<file path="src/rtl/ddr3_ram_arbiter.sv">
// Two-port round-robin arbiter in front of the ddr3_core RAM port.
// Requests are tagged with their source port in req_id[15]; responses are routed back by that tag.
module ddr3_ram_arbiter #(
    parameter int unsigned MAX_OUTSTANDING = 4
) (
    input  logic         clk_i,
    input  logic         rst_i,

    input  logic [15:0]  inport0_wr_i,
    input  logic         inport0_rd_i,
    input  logic [31:0]  inport0_addr_i,
    input  logic [127:0] inport0_write_data_i,
    input  logic [14:0]  inport0_req_id_i,
    output logic         inport0_accept_o,
    output logic         inport0_ack_o,
    output logic         inport0_error_o,
    output logic [127:0] inport0_read_data_o,
    output logic [14:0]  inport0_resp_id_o,

    input  logic [15:0]  inport1_wr_i,
    input  logic         inport1_rd_i,
    input  logic [31:0]  inport1_addr_i,
    input  logic [127:0] inport1_write_data_i,
    input  logic [14:0]  inport1_req_id_i,
    output logic         inport1_accept_o,
    output logic         inport1_ack_o,
    output logic         inport1_error_o,
    output logic [127:0] inport1_read_data_o,
    output logic [14:0]  inport1_resp_id_o,

    output logic [15:0]  outport_wr_o,
    output logic         outport_rd_o,
    output logic [31:0]  outport_addr_o,
    output logic [127:0] outport_write_data_o,
    output logic [15:0]  outport_req_id_o,
    input  logic         outport_accept_i,
    input  logic         outport_ack_i,
    input  logic         outport_error_i,
    input  logic [127:0] outport_read_data_i,
    input  logic [15:0]  outport_resp_id_i
);

    localparam int unsigned CNT_W = $clog2(MAX_OUTSTANDING + 1);
    localparam logic [CNT_W-1:0] CNT_MAX = CNT_W'(MAX_OUTSTANDING);

    logic [CNT_W-1:0] outstanding0;
    logic [CNT_W-1:0] outstanding1;
    logic             last_grant;

    logic pending0, pending1;
    logic eligible0, eligible1;
    logic grant_valid, grant_port;
    logic inc0, inc1, dec0, dec1;

    assign pending0  = (inport0_wr_i != 16'd0) | inport0_rd_i;
    assign pending1  = (inport1_wr_i != 16'd0) | inport1_rd_i;
    assign eligible0 = pending0 & (outstanding0 < CNT_MAX);
    assign eligible1 = pending1 & (outstanding1 < CNT_MAX);

    // On a tie the port that did not win the last accepted handshake goes next.
    always_comb begin
        grant_valid = eligible0 | eligible1;
        grant_port  = 1'b0;
        if (eligible0 && eligible1) begin
            grant_port = ~last_grant;
        end else if (eligible1) begin
            grant_port = 1'b1;
        end
    end

    always_comb begin
        outport_wr_o         = 16'd0;
        outport_rd_o         = 1'b0;
        outport_addr_o       = 32'd0;
        outport_write_data_o = 128'd0;
        outport_req_id_o     = 16'd0;
        if (grant_valid) begin
            if (grant_port) begin
                outport_wr_o         = inport1_wr_i;
                outport_rd_o         = inport1_rd_i;
                outport_addr_o       = inport1_addr_i;
                outport_write_data_o = inport1_write_data_i;
                outport_req_id_o     = {1'b1, inport1_req_id_i};
            end else begin
                outport_wr_o         = inport0_wr_i;
                outport_rd_o         = inport0_rd_i;
                outport_addr_o       = inport0_addr_i;
                outport_write_data_o = inport0_write_data_i;
                outport_req_id_o     = {1'b0, inport0_req_id_i};
            end
        end
    end

    assign inport0_accept_o = outport_accept_i & grant_valid & ~grant_port;
    assign inport1_accept_o = outport_accept_i & grant_valid & grant_port;

    always_comb begin
        inport0_ack_o       = 1'b0;
        inport0_error_o     = 1'b0;
        inport0_read_data_o = 128'd0;
        inport0_resp_id_o   = 15'd0;
        inport1_ack_o       = 1'b0;
        inport1_error_o     = 1'b0;
        inport1_read_data_o = 128'd0;
        inport1_resp_id_o   = 15'd0;
        if (outport_resp_id_i[15]) begin
            inport1_ack_o       = outport_ack_i;
            inport1_error_o     = outport_error_i;
            inport1_read_data_o = outport_read_data_i;
            inport1_resp_id_o   = outport_resp_id_i[14:0];
        end else begin
            inport0_ack_o       = outport_ack_i;
            inport0_error_o     = outport_error_i;
            inport0_read_data_o = outport_read_data_i;
            inport0_resp_id_o   = outport_resp_id_i[14:0];
        end
    end

    assign inc0 = inport0_accept_o;
    assign inc1 = inport1_accept_o;
    assign dec0 = outport_ack_i & ~outport_resp_id_i[15];
    assign dec1 = outport_ack_i & outport_resp_id_i[15];

    always_ff @(posedge clk_i or posedge rst_i) begin
        if (rst_i) begin
            last_grant <= 1'b1;
        end else if (outport_accept_i && grant_valid) begin
            last_grant <= grant_port;
        end
    end

    // A stray ack at zero is ignored rather than wrapping the counter.
    always_ff @(posedge clk_i or posedge rst_i) begin
        if (rst_i) begin
            outstanding0 <= '0;
            outstanding1 <= '0;
        end else begin
            if (inc0 && !dec0) begin
                outstanding0 <= outstanding0 + CNT_W'(1);
            end else if (!inc0 && dec0 && (outstanding0 != '0)) begin
                outstanding0 <= outstanding0 - CNT_W'(1);
            end
            if (inc1 && !dec1) begin
                outstanding1 <= outstanding1 + CNT_W'(1);
            end else if (!inc1 && dec1 && (outstanding1 != '0)) begin
                outstanding1 <= outstanding1 - CNT_W'(1);
            end
        end
    end

endmodule

</file>
<file path="config.mk">
export PLATFORM = sky130hd
export DESIGN_NAME = ddr3_ram_arbiter
export DESIGN_NICKNAME = d
export VERILOG_FILES = /design/src/rtl/ddr3_ram_arbiter.sv
export SDC_FILE = /design/constraint.sdc
export NUM_CORES = 1
export LEC_CHECK = 0
export ABC_AREA = 1
export CAP_MARGIN = 30
export CORE_AREA = 10 10 385 387
export CTS_BUF_LIST = sky130_fd_sc_hd__clkbuf_8
export CTS_CLUSTER_SIZE = 12
export DETAILED_ROUTE_END_ITERATION = 8
export DIE_AREA = 0 0 395 397
export PLACE_DENSITY = 0.34
export SLEW_MARGIN = 20
export SYNTH_ARGS = -nofsm -noshare
export SYNTH_HDL_FRONTEND = slang
export SYNTH_SLANG_ARGS = --single-unit
</file>
<file path="constraint.sdc">
create_clock -name clk_i -period 3 [get_ports clk_i]
set_input_delay 0.9 -clock clk_i [delete_from_list [all_inputs] [get_ports clk_i]]
set_output_delay 0.9 -clock clk_i [all_outputs]
set_load 0.005 [all_outputs]
</file>
==> results of run 1 <==
==> final timing paths <==
path	endpoint	slack [ns]	depth (start not counted)
min in group asynchronous	outstanding1[0]$_DFFE_PP0P_	0.93	2
setup reg to reg	outstanding1[2]$_DFFE_PP0P_	0.71	15
max in group asynchronous	last_grant$_DFFE_PP1N_	1.78	2
hold reg to reg	outstanding0[2]$_DFFE_PP0P_	0.47	2
hold / removal	outstanding0[2]$_DFFE_PP0P_	0.47	2
setup / recovery	outport_addr_o[2]	-0.59	16
==> cells in the mapped netlist <==
cell type / count / area (sq um)
clkbuf_4: 10 / 75.1
buf_4: 2 / 15.0
xor2_1: 1 / 8.76
nand4_1: 1 / 6.26
a31oi_1: 1 / 6.26
nand2_4: 1 / 11.3
dfrtp_1: 6 / 150
nor3_1: 2 / 10.0
inv_2: 2 / 7.51
buf_6: 2 / 22.5
dfstp_2: 1 / 26.3
nand2_1: 178 / 668
clkbuf_1: 52 / 195
or2_1: 1 / 6.26
o21ai_0: 194 / 971
buf_1: 2 / 7.51
fa_1: 2 / 40.0
nor2_1: 543 / 2040
buf_2: 27 / 135
inv_1: 302 / 1130
nand3_1: 8 / 40.0
a21oi_1: 3 / 15.0
==> worst max-delay path, delay by kind of cell <==
kind / cells / cell delay (ns)
AND/OR/NAND/NOR: 8 / 0.81
buffers and inverters: 8 / 0.94
==> area by class of cell <==
class                   instances  share of cell area
diodes                         12             0.00124
flip-flops and latches          7             0.00731
repair buffers               1364               0.596
multi-input cells             936               0.247
clock buffers                   3             0.00171
repair inverters                1            0.000674
clock inverters                 1            0.000155
well taps                    1890              0.0980
inverters                     304              0.0480
==> layout by cell type, fill, tap and decap left out, types with 11 or more instances in the layout <==
cell,count
buf_6,99
buf_2,135
o21ai_1,27
buf_16,23
dlymetal6s2s_1,118
o21ai_0,42
diode_2,12
buf_12,95
inv_1,299
nand2_1,167
clkdlybuf4s50_1,611
buf_8,25
clkbuf_2,11
nor2_2,77
o21ai_4,19
o21ai_2,106
nor2_1,307
buf_4,233
nor2_4,159
==> timing repair <==
| item | CTS | global route |
|---|---|---|
| hold buffers | 0 | 0 |
| cloned | 29 | 10 |
| setup endpoints to repair | 355 | 388 |
| pin swaps | 131 | 134 |
| resized for setup | 1226 | 517 |
| setup buffers | 99 | 52 |
==> power breakdown <==
| group | switching [mW] | internal [mW] | leakage (nW) |
|---|---|---|---|
| clock | 0.0458 | 0.0889 | 0.0270 |
| sequential | 0.0443 | 0.151 | 0.0830 |
| combinational | 10.4 | 10.3 | 12.2 |
==> state kept, by name, summed over array words and instances (netlist names) <==
| signal | cells |
|---|---|
| outstanding0 | 3 |
| outstanding1 | 3 |
| last_grant | 1 |
==> cells by family (layout without fill, tap and decap cells) <==
group | Yosys count | in the layout
compound gates | 198 | 198
other cells | 0 | 12
xor+xnor | 1 | 1
fa+ha+maj | 2 | 2
buf+inv | 399 | 1673
flops | 7 | 7
simple gates | 734 | 735
==> metal layers <==
layer  GRT usage  vias to the layer above  wire, um
li1            -                     6454         -
met4      0.0186                       66      2540
met1       0.166                     6760     47100
met5           0                        -       402
met3      0.0670                      167     13400
met2       0.274                      705     65500
==> out/summary.txt, run 1 <==
largest net degree at the start of global routing - 44
share of cells above drive strength 1 - 0.392
Pins Over Slew Limit - 0
starting density of the core - 0.0398
Slowest-stage cell, CP - nand2_8
Slew HR - 0.613
Slowest Stage Delay on Critical Path - 0.15 ns
CTS clk-pin slew, worst paths - 0.04 ns
H-Tree Depth - 1
Synth cell types - 22
f_max - 279 MHz
cell area after synthesis - 0.00559 sq mm
Register Area - 176 sq um
minimum clock period - 3.59 ns
dpl ws - -1.57 ns
Crit path top cell by count - buf_12
die area - 0.157 sq mm
Die Wd - 395 um
Detailed Route WL - 129000 um
vias in the first global route - 14.2k
Vias/cell - 3.13
failing checks - negative setup slack
row cnt - 138
Post-Synth XOR/XNOR Area - 0.00157
Compound-Gate Fraction of Synth Area - 0.178
CTS tree - done
period utilization - 1.20
clk_lat worst skew - 0.23 ns
Max VDD drop - 455 uV
status - complete, but fails checks
startpoint types - input port
CP arrival - 2.69 ns
CTS sink count - 7
layout overhead on the synthesized area - 332%
HPWL after DPL - 110000 um
critical path class - in -> out
Yosys reg bits - 7
final core utilization - 0.172
main combinational cell family by area after synthesis - simple AND/OR/NAND/NOR gates
Total Power - 20.9 mW
min-delay src - outstanding0[2]$_DFFE_PP0P_
Seq/Total Area, Yosys - 0.0316
Design Area, Final - 0.0241 sq mm
Worst Clk Skew - 0.000868 ns
I/O Pins - 1018
Crit path required time - 2.10 ns
syn avg cell area - 4.17 sq um
Post-DP Area - 0.0198 sq mm
Hold Fails Final Rpt - 0
FF-to-FF Start - outstanding1[2]$_DFFE_PP0P_
crit-path max FO - 7
critical-path cell list - buf_2 -> nor2_2 -> nand2_2 -> nor2_4 -> nand3_2 -> nand2_2 -> inv_4 -> nand2_8 -> inv_16 -> buf_12 -> buf_12 -> buf_16 -> buf_12 -> nor2_2 -> nor2_1 -> buf_2
global-route wire length before repair - 157000 um
filler cell count - 16.3k
grt total ovfl - 0
Finished Layout Cells - 4518
placed insts - 4362
Post-route DRC - 0
Synth Net Count - 1876
clk buf depth - 2
Slew @ Worst Pin - 0.578 ns
initial antenna violation count - 75
port bufs - 1017
Placeable Area - 0.141 sq mm
PD cells - 867 mW/mm^2
post-synthesis cell count - 1341
Adder-Cell Fraction of Synth Area - 0.00716
initial DRC count - 813
multi-input combinational cell area - 0.00596 sq mm
DR WL/cell - 28.5 um
final critical-path setup slack - -0.590 ns
worst setup path startpoint - inport1_wr_i[1]
multiplexer area fraction after synthesis - 0
Post-DRT Antenna Nets - 0
Simple-Gate Fraction of Synth Area - 0.497
hold slack - 0.467 ns
setup tns final - -90.27 ns
first-pass iteration count of the detailed router - 7
synth warn - 0
Total GRT Usage - 0.151
Die Ht - 397 um
Final Setup Violations - 195
Max-Cap Viols - 0
GPL Wtd Cong - 0.921
Final #Nets - 3152
Root Buffer - clkbuf_8
worst hold path class - reg -> reg
CTS Buf Count - 3
vias - 14.2k
unrepaired setup endpoints after global routing - true
CP endpoint kind - output pin
Static Leak - 12.3 nW
No activity file was read; power rests on OpenSTA's default activity.
==> run 2, diff against run 1 <==
--- a/config.mk
+++ b/config.mk
@@ -13,6 +13,7 @@
 export DETAILED_ROUTE_END_ITERATION = 8
 export DIE_AREA = 0 0 395 397
 export PLACE_DENSITY = 0.34
+export SKIP_CTS_REPAIR_TIMING = 1
 export SLEW_MARGIN = 20
 export SYNTH_ARGS = -nofsm -noshare
 export SYNTH_HDL_FRONTEND = slang
==> run 2 against run 1 <==
The flow still finishes with violations (negative setup slack). Worst setup slack worse by 0.094 ns. First-iteration DRC count shrank 21%. Clock skew is 0.0010 ns higher. Combinational power is 4% lower. Die area unchanged. Maximum frequency shrank 2.5%. Total power shrank 4.3%. Via count shrank 2.2%. Global-route usage shrank 0.94 points. Core utilization shrank 0.21 points.
==> out/summary.txt, run 2 (synthesis results as in run 1) <==
Die Wd - 395 um
largest registers - outstanding0: 3 flops, outstanding1: 3 flops, last_grant: 1 flops
switching power - 10.2 mW
dpl ws - -1.57 ns
HPWL after DPL - 110000 um
Net Sw Frac - 0.507
grt total ovfl - 0
Slew HR - 0.630
initial DRC count - 639
Root Buffer - clkbuf_8
Clock power frac - 0.007
Static Leak - 12.2 nW
Pins Over Slew Limit - 0
row cnt - 138
global-route wire length before repair - 147000 um
vias - 13.8k
Logic pwr share - 0.984
share of cells above drive strength 1 - 0.372
CTS tree - done
die area - 0.157 sq mm
Flop pwr share - 0.010
minimum clock period - 3.68 ns
Detailed Route WL - 128000 um
PD cells - 840 mW/mm^2
unrepaired setup endpoints after global routing - true
Placeable Area - 0.141 sq mm
critical path class - in -> out
Design Area, Final - 0.0238 sq mm
commonest non-fill, non-tap cell in the layout - clkdlybuf4s50_1
CTS clk-pin slew, worst paths - 0.04 ns
CP arrival - 2.78 ns
largest net degree at the start of global routing - 44
starting density of the core - 0.0398
clk_lat worst skew - 0.23 ns
Total GRT Usage - 0.142
Die Ht - 397 um
f_max - 271 MHz
layout overhead on the synthesized area - 327%
initial antenna violation count - 80
startpoint types - input port
Internal Power - 9.88 mW
setup tns final - -107.73 ns
period utilization - 1.23
I/O Pins - 1018
vias in the first global route - 13.1k
filler cell count - 16.2k
most frequent cells in the layout - clkdlybuf4s50_1 (612), nor2_1 (305), inv_1 (300), buf_4 (224), nand2_1 (165)
final critical-path setup slack - -0.684 ns
H-Tree Depth - 1
CP endpoint kind - output pin
Post-route DRC - 0
final core utilization - 0.170
Final Setup Violations - 195
clk buf depth - 2
Hold Fails Final Rpt - 0
GPL Wtd Cong - 0.921
failing checks - negative setup slack
worst hold path class - reg -> reg
Vias/cell - 3.08
Post-DP Area - 0.0198 sq mm
Slew @ Worst Pin - 0.554 ns
CTS sink count - 7
CTS Buf Count - 3
Worst Clk Skew - 0.00189 ns
Post-DRT Antenna Nets - 0
Max VDD drop - 458 uV
Max-Cap Viols - 0
hold slack - 0.465 ns
port bufs - 1017
first-pass iteration count of the detailed router - 5
crit-path max FO - 8
DR WL/cell - 28.5 um
status - complete, but fails checks
Final #Nets - 3116
Crit path required time - 2.10 ns
==> run 2: cell types whose count changed in the layout (fill, tap and decap cells not counted), moves of 11 or more <==
cell	change
buf_16	-16
buf_2	-29
buf_6	-39
clkbuf_16	+19
clkbuf_2	+19
dlymetal6s2s_1	+23
nor2_2	+13
nor2_4	-11
o21ai_2	-20
==> run 2: worst max-delay path: stages <==
cell and delay, ns:
buf_6 0.09, buf_6 0.12, nor2_4 0.10, nand2_2 0.06, nor2_4 0.11, nand3_2 0.10
nand2_2 0.12, clkinv_4 0.09, buf_12 0.15, nand2_8 0.12, buf_12 0.15, buf_12 0.11
clkbuf_16 0.16, o21ai_2 0.06, nor2_2 0.18, buf_2 0.15
==> run 2: layout make-up <==
| class | instances | area, sq um | share of cell area |
|---|---|---|---|
| antenna | 22 | 55.1 | 0.00231 |
| clock buffer | 3 | 41.3 | 0.00173 |
| clock inverter | 1 | 3.75 | 0.000157 |
| inverter | 304 | 1170 | 0.0492 |
| multi-input combinational | 937 | 5930 | 0.249 |
| sequential | 7 | 176 | 0.00740 |
| tap | 1890 | 2360 | 0.0992 |
| timing repair buffer | 1325 | 14000 | 0.589 |
| timing repair inverter | 3 | 62.6 | 0.00262 |
==> run 2: worst paths after layout <==
path,startpoint,endpoint,slack [ns],depth (start not counted)
max,inport1_wr_i[5],outport_write_data_o[61],-0.68,16
min,outstanding0[2]$_DFFE_PP0P_,outstanding0[2]$_DFFE_PP0P_,0.46,2
max reg2reg,outstanding1[2]$_DFFE_PP0P_,outstanding1[2]$_DFFE_PP0P_,0.78,15
min reg2reg,outstanding0[2]$_DFFE_PP0P_,outstanding0[2]$_DFFE_PP0P_,0.46,2
max in group asynchronous,rst_i,last_grant$_DFFE_PP1N_,1.78,2
min in group asynchronous,rst_i,outstanding1[0]$_DFFE_PP0P_,0.93,2
==> run 2: through the flow <==
stage                     power (mW)  instances
final                           20.0       4492
after global routing            21.0       4473
after CTS                       14.7       4366
after detailed placement        14.5       4362
after global placement          14.6       4362
after floorplan                 3.84       1341
==> run 2: per-layer routing <==
layer / global-route usage / up-vias / part of all wire / wire [um]
met5: 0 / - / 0.0029 / 369
met4: 0.00704 / 62 / 0.014 / 1800
met3: 0.0657 / 154 / 0.10 / 13300
met2: 0.257 / 653 / 0.51 / 65200
met1: 0.157 / 6580 / 0.37 / 47200
li1: - / 6392 / - / -
==> run 2: power by group through the flow <==
| stage | clock (mW) | combinational (mW) | sequential (mW) |
|---|---|---|---|
| floorplan | 0 | 3.65 | 0.183 |
| global placement | 0 | 14.4 | 0.193 |
| detailed placement | 0 | 14.3 | 0.193 |
| CTS | 0.137 | 14.4 | 0.192 |
| global route | 0.141 | 20.6 | 0.205 |
| finish | 0.133 | 19.7 | 0.196 |
